[src/rtl/sdpram32_stream_reader.sv]
// Read-side client for the 32-bit simple dual-port RAM. It fetches a contiguous
// run of words over a 2-cycle-latency read port and emits them as a valid/ready stream.
module sdpram32_stream_reader #(
  parameter int ADDR_WIDTH  = 10,
  parameter int FIFO_DEPTH  = 4,
  parameter int COUNT_WIDTH = 11
) (
  input  logic                   clk,
  input  logic                   reset,
  input  logic                   start,
  input  logic [ADDR_WIDTH-1:0]  base_addr,
  input  logic [COUNT_WIDTH-1:0] word_count,
  output logic                   busy,
  output logic                   done,
  output logic [ADDR_WIDTH-1:0]  ram_read_addr,
  output logic                   ram_read_enable,
  input  logic [31:0]            ram_read_data,
  output logic [31:0]            out_data,
  output logic                   out_valid,
  input  logic                   out_ready,
  output logic                   out_last
);

  localparam int PTR_W = $clog2(FIFO_DEPTH);
  localparam int CRD_W = PTR_W + 2;

  typedef enum logic [1:0] {IDLE, FETCH, DRAIN} state_t;

  state_t                 state_q, state_d;
  logic [ADDR_WIDTH-1:0]  addr_q, addr_d;
  logic [COUNT_WIDTH-1:0] remaining_q, remaining_d;
  logic                   done_q, done_d;
  logic                   issue, issue_last;

  // In-flight tags: stage 1 = read issued last cycle, stage 2 = data on the bus now.
  logic s1_valid_q, s1_last_q, s2_valid_q, s2_last_q;

  logic [31:0]      fifo_data [FIFO_DEPTH];
  logic             fifo_last [FIFO_DEPTH];
  logic [PTR_W-1:0] rd_ptr_q, wr_ptr_q;
  logic [PTR_W:0]   count_q;
  logic             push, pop;
  logic [CRD_W-1:0] credit_used;
  logic             have_credit;

  assign push = s2_valid_q;
  assign pop  = out_valid & out_ready;

  // Credits count buffered words after this cycle's pop plus every read still in flight.
  assign credit_used = CRD_W'(count_q) - CRD_W'(pop) + CRD_W'(s1_valid_q) + CRD_W'(s2_valid_q);
  assign have_credit = credit_used < CRD_W'(FIFO_DEPTH);

  // NOTE: every always_comb output gets a default first so no path can infer a latch.
  always_comb begin
    state_d     = state_q;
    addr_d      = addr_q;
    remaining_d = remaining_q;
    done_d      = 1'b0;
    issue       = 1'b0;
    issue_last  = 1'b0;
    case (state_q)
      IDLE: begin
        if (start) begin
          if (word_count != '0) begin
            addr_d      = base_addr;
            remaining_d = word_count;
            state_d     = FETCH;
          end else begin
            done_d = 1'b1;
          end
        end
      end
      FETCH: begin
        if (have_credit) begin
          issue       = 1'b1;
          addr_d      = addr_q + ADDR_WIDTH'(1);
          remaining_d = remaining_q - COUNT_WIDTH'(1);
          if (remaining_q == COUNT_WIDTH'(1)) begin
            issue_last = 1'b1;
            state_d    = DRAIN;
          end
        end
      end
      DRAIN: begin
        if (pop && out_last) begin
          state_d = IDLE;
          done_d  = 1'b1;
        end
      end
      default: state_d = IDLE;
    endcase
  end

  // NOTE: sequential state uses non-blocking assignments only, so every register
  // samples the pre-edge values of its peers.
  always_ff @(posedge clk or posedge reset) begin
    if (reset) begin
      state_q     <= IDLE;
      addr_q      <= '0;
      remaining_q <= '0;
      done_q      <= 1'b0;
      s1_valid_q  <= 1'b0;
      s1_last_q   <= 1'b0;
      s2_valid_q  <= 1'b0;
      s2_last_q   <= 1'b0;
      rd_ptr_q    <= '0;
      wr_ptr_q    <= '0;
      count_q     <= '0;
    end else begin
      state_q     <= state_d;
      addr_q      <= addr_d;
      remaining_q <= remaining_d;
      done_q      <= done_d;
      s1_valid_q  <= issue;
      s1_last_q   <= issue_last;
      s2_valid_q  <= s1_valid_q;
      s2_last_q   <= s1_last_q;
      if (push) wr_ptr_q <= wr_ptr_q + PTR_W'(1);
      if (pop)  rd_ptr_q <= rd_ptr_q + PTR_W'(1);
      count_q <= count_q + (PTR_W+1)'(push) - (PTR_W+1)'(pop);
    end
  end

  // NOTE: the storage array is not reset; the occupancy count alone decides which
  // entries are meaningful, and out_data is gated to zero while empty.
  always_ff @(posedge clk) begin
    if (push) begin
      fifo_data[wr_ptr_q] <= ram_read_data;
      fifo_last[wr_ptr_q] <= s2_last_q;
    end
  end

  assign out_valid       = (count_q != '0);
  assign out_data        = out_valid ? fifo_data[rd_ptr_q] : '0;
  assign out_last        = out_valid & fifo_last[rd_ptr_q];
  assign busy            = (state_q != IDLE);
  assign done            = done_q;
  assign ram_read_enable = issue;
  assign ram_read_addr   = addr_q;

endmodule
[config.mk]
export PLATFORM = sky130hd
export DESIGN_NAME = sdpram32_stream_reader
export DESIGN_NICKNAME = d
export VERILOG_FILES = /design/src/rtl/sdpram32_stream_reader.sv
export SDC_FILE = /design/constraint.sdc
export NUM_CORES = 1
export LEC_CHECK = 0
export BUFFER_PORTS_ARGS = -buffer_cell sky130_fd_sc_hd__buf_2
export CORE_ASPECT_RATIO = 1.25
export CORE_MARGIN = 8
export CORE_UTILIZATION = 50
export DETAILED_ROUTE_END_ITERATION = 10
export PLACE_DENSITY = 0.74
export SETUP_SLACK_MARGIN = 0.2
export SYNTH_ARGS = -nofsm -noshare
export SYNTH_HDL_FRONTEND = slang
export SYNTH_SLANG_ARGS = --single-unit
export TNS_END_PERCENT = 5
[constraint.sdc]
create_clock -name clk -period 2.5 [get_ports clk]
set_input_delay 0 -clock clk [delete_from_list [all_inputs] [get_ports clk]]
set_output_delay 0 -clock clk [all_outputs]
set_load 0.02 [all_outputs]
==> results of run 1 <==
==> worst max-delay path: cells and delay by family, from the launching register on <==
family | cells | cell delay (ns)
AND/OR/NAND/NOR | 4 | 0.44
flip-flops | 1 | 0.40
adder cells (fa/ha/maj) | 1 | 0.27
AO/OA/AOI/OAI | 4 | 0.96
buffers and inverters | 2 | 0.24
==> worst max-delay path by stage <==
| stage | cells past startpoint | to | slack, ns | startpoint |
|---|---|---|---|---|
| floorplan | 12 | ram_read_addr[7] | 0.08 | count_q[1] |
| global placement | 12 | ram_read_addr[8] | 0.13 | count_q[2] |
| detailed placement | 12 | ram_read_addr[8] | 0.05 | count_q[2] |
| CTS | 11 | ram_read_enable | 0.05 | count_q[0] |
| global route | 13 | state_q[1] | -0.01 | count_q[0] |
| finish | 11 | remaining_q[7] | 0.07 | count_q[0] |
==> synth_stat cells (3+ instances only) <==
library cell,instances
o32a_1,3
nand2_1,19
xnor2_1,5
inv_1,12
nand3_1,11
dfrtp_1,35
o31a_1,3
buf_6,3
a21oi_1,16
nor3_1,8
ha_1,11
nor2b_1,3
o21ai_1,3
nor2_1,22
o21ai_0,7
nor3b_1,3
a311oi_1,4
o22ai_1,4
buf_2,7
mux4_2,33
o2111ai_1,3
a31oi_1,4
edfxtp_1,132
clkbuf_1,11
and2_1,37
==> registers in the layout, summed over array words and instances, names as in the netlist <==
name	count
s2_last_q	1
push	1
rd_ptr_q	2
remaining_q	11
wr_ptr_q	2
done	1
s1_last_q	1
count_q	3
fifo_last	4
s1_valid_q	1
fifo_data	128
ram_read_addr	10
state_q	2
==> power groups by stage <==
| stage | logic [mW] | registers, mW | clock network [mW] |
|---|---|---|---|
| global placement | 4.15 | 3.87 | 0 |
| finish | 4.59 | 3.87 | 2.64 |
| detailed placement | 4.25 | 3.91 | 0 |
| CTS | 4.57 | 3.86 | 2.69 |
| floorplan | 2.96 | 3.91 | 0 |
| global route | 4.93 | 3.92 | 2.80 |
==> per-layer routing <==
metal | vias up | track usage, % | part of all wire, %
li1 | 2111 | - | -
met4 | 0 | 8.15 | 1.8
met2 | 167 | 30.8 | 51
met1 | 2261 | 22.1 | 41
met3 | 19 | 4.92 | 6.3
met5 | - | 0 | 0
==> layout make-up <==
| cell class | count | area, um2 |
|---|---|---|
| inverters | 13 | 48.8 |
| multi-input cells | 243 | 2250 |
| clock buffers | 17 | 425 |
| repair buffers | 188 | 1330 |
| fillers | 975 | 4930 |
| clock inverters | 15 | 178 |
| well taps | 178 | 223 |
| flip-flops and latches | 167 | 4840 |
==> cell families (layout without fill, tap and decap cells) <==
| family | Yosys count | in the layout | share of synthesized area [%] |
|---|---|---|---|
| AND/OR/NAND/NOR | 120 | 120 | 9.32 |
| adder cells (fa/ha/maj) | 12 | 12 | 2.19 |
| XOR/XNOR | 6 | 6 | 0.729 |
| buffers and inverters | 37 | 233 | 2.46 |
| AO/OA/AOI/OAI | 69 | 69 | 7.40 |
| flip-flops | 167 | 167 | 67.2 |
| multiplexers | 36 | 36 | 10.7 |
==> timing repair <==
action,in CTS,in global routing
resized for setup,6,8
setup buffers,10,0
hold buffers,52,0
setup endpoints to repair,24,25
cloned,0,0
pin swaps,5,8
endpoints found under the hold margin,184,0
==> summary.txt, run 1 <==
GRT
  – Initial antenna violation count: 0
  – Grt total ovfl: 0
  – Largest net degree at the start of global routing: 38
  – GRT Util Overall: 18.5%
  – First-pass GRT wire length: 25900 um
  – Number of global-route vias before repair: 4933

Route
  – Post-route DRC violation count: 0
  – Final wirelength: 16100 um
  – Vias per std cell: 5.55
  – ANT nets after route: 0
  – Detailed Routing Iterations Pass 1: 5
  – DR iter-0 viols: 308
  – WL per Instance: 19.7 um
  – Vias post-DR: 4558

Power
  – Switch share: 35.5%
  – Total Power: 11.1 mW
  – Clock power share: 23.8%
  – Maximum VDD drop: 0.823 mV
  – Sequential share of power: 34.9%
  – PD cells: 1190 nW/um2
  – Static Leak: 3.46 nW
  – Combinational Power Share: 41.3%
  – Net Switching: 3.94 mW
  – Internal power: 7.16 mW

Yosys
  – Syn nets: 516
  – EDFF count, synth: 132
  – Async SR Flop Fraction: 21.0%
  – Syn avg cell area: 16.1 um2
  – Netlist cell types: 63
  – Ys flop type: edfxtp_1
  – Flops & latches, synth: 167
  – Post-synthesis sequential area ratio: 67.2%
  – Ys Warns: 0
  – Synth area leaders: edfxtp_1, dfrtp_1, mux4_2, and2_1, ha_1
  – Netlist Area Pre-Place: 7210 um2
  – Share of the synthesized area in the top cell type: 55.0%
  – Top cell type by total area after synthesis: edfxtp_1
  – Post-synthesis cell count: 447

Worst setup path
  – FF-to-FF Start: count_q[0]
  – Setup crit end kind: flip-flop
  – Critical Path Max Stage Delay: 0.43 ns
  – CP Cell Sequence: inv_2 > nand3_2 > nand3_2 > o21ai_1 > ha_1 > a211o_1 > buf_4 > and4_4 > o31a_4 > o22ai_2 > nand2_1
  – R2r endpoint: remaining_q[7]
  – CP most frequent cell: nand3_2
  – Startpoint Class: flip-flop
  – WP data arrival: 2.73 ns
  – Crit path max fanout: 11
  – Reg2Reg Setup Slack: 0.07 ns
  – Worst Path Required: 2.80 ns
  – CP max stage cell: o31a_4
  – Worst r2r path cells: 11
  – Worst Setup Path Type: reg2reg

STA
  – Final Slew Violations: 0
  – Clock skew: 0.00985 ns
  – Final WS setup: 0.0740 ns
  – Setup TNS: 0 ns
  – Worst slew pin tran: 0.553 ns
  – Tmin final: 2.43 ns
  – Final hold slack: 0.0225 ns
  – RSZ-0062 raised after global routing: true
  – Fin crit share: 97.0%
  – Slew HR: 62.8%
  – Final Hold Vio Count: 0
  – Finish-stage setup viols: 0
  – Fmax achieved: 0.412 GHz

Worst hold path
  – Worst Hold Launch: word_count[10]
  – Hold Path End: remaining_q[10]
  – Type of the worst min-delay path: in2reg
  – Hold path depth: 4

Layout
  – Most common cell after layout, fill and taps aside: edfxtp_1
  – Syn-to-layout area delta: 29.0%
  – Final cell count without fillers: 821
  – Number of inserted diodes: 0
  – Final design utilization: 65.4%
  – Share of layout cells above drive strength 1: 36.5%
  – Finished layout cell area: 9300 um2
  – Nets@finish: 699
  – Commonest non-fill, non-tap cells in the layout: edfxtp_1, buf_2, dlygate4sd3_1, dfrtp_1

CTS
  – CTS sink count: 167
  – Root Buffer: clkbuf_16
  – CTS Buf Count: 17
  – H-Tree Depth: 4
  – Skew-Pair Late Insertion Delay: 0.43 ns
  – CTS tree: built
  – Register clock-pin slew on the reported worst setup and hold paths: 0.06 ns
  – Max Root-Sink Buffers: 2

Placed design
  – Setup WS pre-CTS: 0.0465 ns
  – DP Area: 8050 um2
  – Detailed placement HPWL: 10000 um
  – I/O Buffers: 103
  – GP Congestion: 0.876
  – Placed insts: 727

Floorplanning
  – Area of the core: 14200 um2
  – FP Rows: 49
  – Die ar.: 18500 um2
  – IO Pins: 104
  – Starting density of the core: 50.7%
  – Chip Height: 150 um
  – Die W: 123 um

Run status
  – Status: complete, no violations

Flow run
  – Max Cap Viol: 0
Note: power is estimated with default switching activity, not from simulation.
==> run 2, diff against run 1 <==
Settings changed: RECOVER_POWER from default to 50.
==> run 2 against run 1 <==
Total power fell by 0.29%; die area did not move; global-route usage did not move; worst hold slack got worse by 0.0015 ns; sequential cell count is the same; via count increased by 0.33%; non-clock buffer count stayed put; maximum frequency increased by 0.21%; register-to-register slack about the same; cell count is the same; worst setup slack better by 0.0051 ns; routed wire length down 0.29%; largest power group unchanged.
==> summary.txt, run 2 (synthesized netlist as in run 1, its figures left out) <==
Run status
  – Status: complete, no violations

Layout
  – Final design utilization: 64.9%
  – Max FFs per register: 128
  – Share of layout cells above drive strength 1: 29.5%
  – Nets@finish: 699
  – Syn-to-layout area delta: 28.1%
  – Area occupied by multi-input gates: 2250 um2
  – Fillers: 1006
  – Reg area: 4840 um2
  – Commonest non-fill, non-tap cells in the layout: edfxtp_1, buf_2, dlygate4sd3_1, clkbuf_1, dfrtp_1
  – Most common cell after layout, fill and taps aside: edfxtp_1
  – Reg with most FFs: fifo_data
  – Number of inserted diodes: 0
  – Final cell count without fillers: 821

Placed design
  – GP Congestion: 0.876
  – Detailed placement HPWL: 10000 um
  – Placed insts: 727
  – I/O Buffers: 103

Power
  – Combinational Power Share: 41.2%
  – Maximum VDD drop: 0.815 mV
  – Sequential share of power: 35.0%
  – Clock power share: 23.9%
  – PD cells: 1200 nW/um2
  – Static Leak: 3.33 nW
  – Net Switching: 3.94 mW
  – Switch share: 35.6%
  – Internal power: 7.13 mW

Worst setup path
  – Startpoint Class: flip-flop
  – Critical Path Max Stage Delay: 0.43 ns
  – Worst Setup Path Type: reg2reg
  – CP Cell Sequence: inv_2 > nand3_2 > nand3_2 > o21ai_1 > ha_1 > a211o_1 > buf_4 > and4_4 > o31a_4 > o22ai_2 > nand2_1
  – Worst Path Required: 2.81 ns
  – Buffers & Inverters on Critical Path: 2
  – CP max stage cell: o31a_4
  – WP data arrival: 2.73 ns
  – CP delay by family, top: compound AO/OA/AOI/OAI gates
  – CP most frequent cell: nand3_2
  – Crit path max fanout: 11
  – Setup crit end kind: flip-flop

Route
  – Vias per std cell: 5.57
  – WL per Instance: 19.6 um
  – Vias post-DR: 4573
  – ANT nets after route: 0
  – Post-route DRC violation count: 0
  – DR iter-0 viols: 351
  – Final wirelength: 16100 um
  – Detailed Routing Iterations Pass 1: 5

STA
  – Final Slew Violations: 0
  – Finish-stage setup viols: 0
  – Fmax achieved: 0.413 GHz
  – Slew HR: 27.6%
  – Fin crit share: 96.8%
  – Worst slew pin tran: 1.09 ns
  – RSZ-0062 raised after global routing: true
  – Final hold slack: 0.0209 ns
  – Tmin final: 2.42 ns
  – Final Hold Vio Count: 0
  – Clock skew: 0.00867 ns

CTS
  – Max Root-Sink Buffers: 2
  – Root Buffer: clkbuf_16
  – Skew-Pair Late Insertion Delay: 0.43 ns
  – CTS Buf Count: 17
  – H-Tree Depth: 4
  – CTS tree: built
  – CTS sink count: 167
  – Register clock-pin slew on the reported worst setup and hold paths: 0.06 ns

GRT
  – Largest net degree at the start of global routing: 38
  – Grt total ovfl: 0
  – Initial antenna violation count: 0
  – Number of global-route vias before repair: 4933
  – First-pass GRT wire length: 25900 um
  – GRT Util Overall: 18.5%

Floorplanning
  – Chip Height: 150 um
  – FP Rows: 49
  – Area of the core: 14200 um2
  – Starting density of the core: 50.7%
  – IO Pins: 104
  – Die W: 123 um
  – Die ar.: 18500 um2

Worst hold path
  – Type of the worst min-delay path: in2reg

Flow run
  – Max Cap Viol: 0
run 2: changes by cell type in the layout (fill, tap and decap cells not counted):
cell	change
clkbuf_2	+1
and2_0	+1
clkbuf_1	+44
buf_2	-43
and2_2	-1
buf_4	-2
run 2: final timing paths:
| kind | slack [ns] | start | cells after the start | endpoint |
|---|---|---|---|---|
| hold reg to reg | 0.35 | s1_last_q | 0 | s2_last_q |
| min in group asynchronous | 0.39 | reset | 4 | remaining_q[10] |
| setup / recovery | 0.08 | count_q[0] | 11 | remaining_q[7] |
| max in group asynchronous | 1.47 | reset | 4 | rd_ptr_q[0] |
| hold / removal | 0.02 | word_count[10] | 4 | remaining_q[10] |
| setup reg to reg | 0.08 | count_q[0] | 11 | remaining_q[7] |
run 2: final cells by class:
class	count	share of cell area [%]
Clock buffer	17	4.61
Tap cell	178	2.41
Inverter	13	0.528
Timing Repair Buffer	188	13.7
Clock inverter	15	1.92
Sequential cell	167	52.4
Multi-Input combinational cell	243	24.4
run 2: what timing repair did:
item,CTS,global route
hold endpoints to repair,184,0
gates cloned,0,0
pin swaps,5,8
hold buffers,52,0
endpoints found under the setup margin,24,25
setup buffers,10,0
resized for setup,6,8
run 2: power groups by stage:
stage	sequential (mW)	combinational, mW	clock (mW)
after floorplan	3.91	2.96	0
after global placement	3.87	4.15	0
after detailed placement	3.91	4.25	0
after CTS	3.86	4.57	2.69
after global routing	3.93	4.90	2.80
final	3.87	4.56	2.64
run 2: worst register-to-register path: cells and delay by family, from the launching register on:
kind | cells | cell delay (ns)
AOI/OAI and AO/OA | 4 | 0.97
DFF | 1 | 0.40
adders and majority gates | 1 | 0.27
and+or+nand+nor | 4 | 0.44
buffers and inverters | 2 | 0.24
run 2: layer usage:
layer  routed length [um]  vias up  track usage [%]  part of all wire (%)
met5                    0        -                0                     0
met4                  284        0             8.15                   1.8
met3                  972       20             4.92                   6.0
met2                 8210      165             30.8                    51
met1                 6640     2276             22.1                    41
li1                     -     2112                -                     -
run 2: stage by stage:
step                setup slack, ns  instance area (um2)  total power [mW]  setup TNS (ns)
floorplan                    0.0821                 7250              6.87               0
global placement              0.131                 8050              8.02               0
detailed placement           0.0465                 8050              8.15               0
CTS                          0.0547                 9260              11.1               0
global route               -0.00961                 9230              11.6         -0.0261
finish                       0.0792                 9230              11.1               0
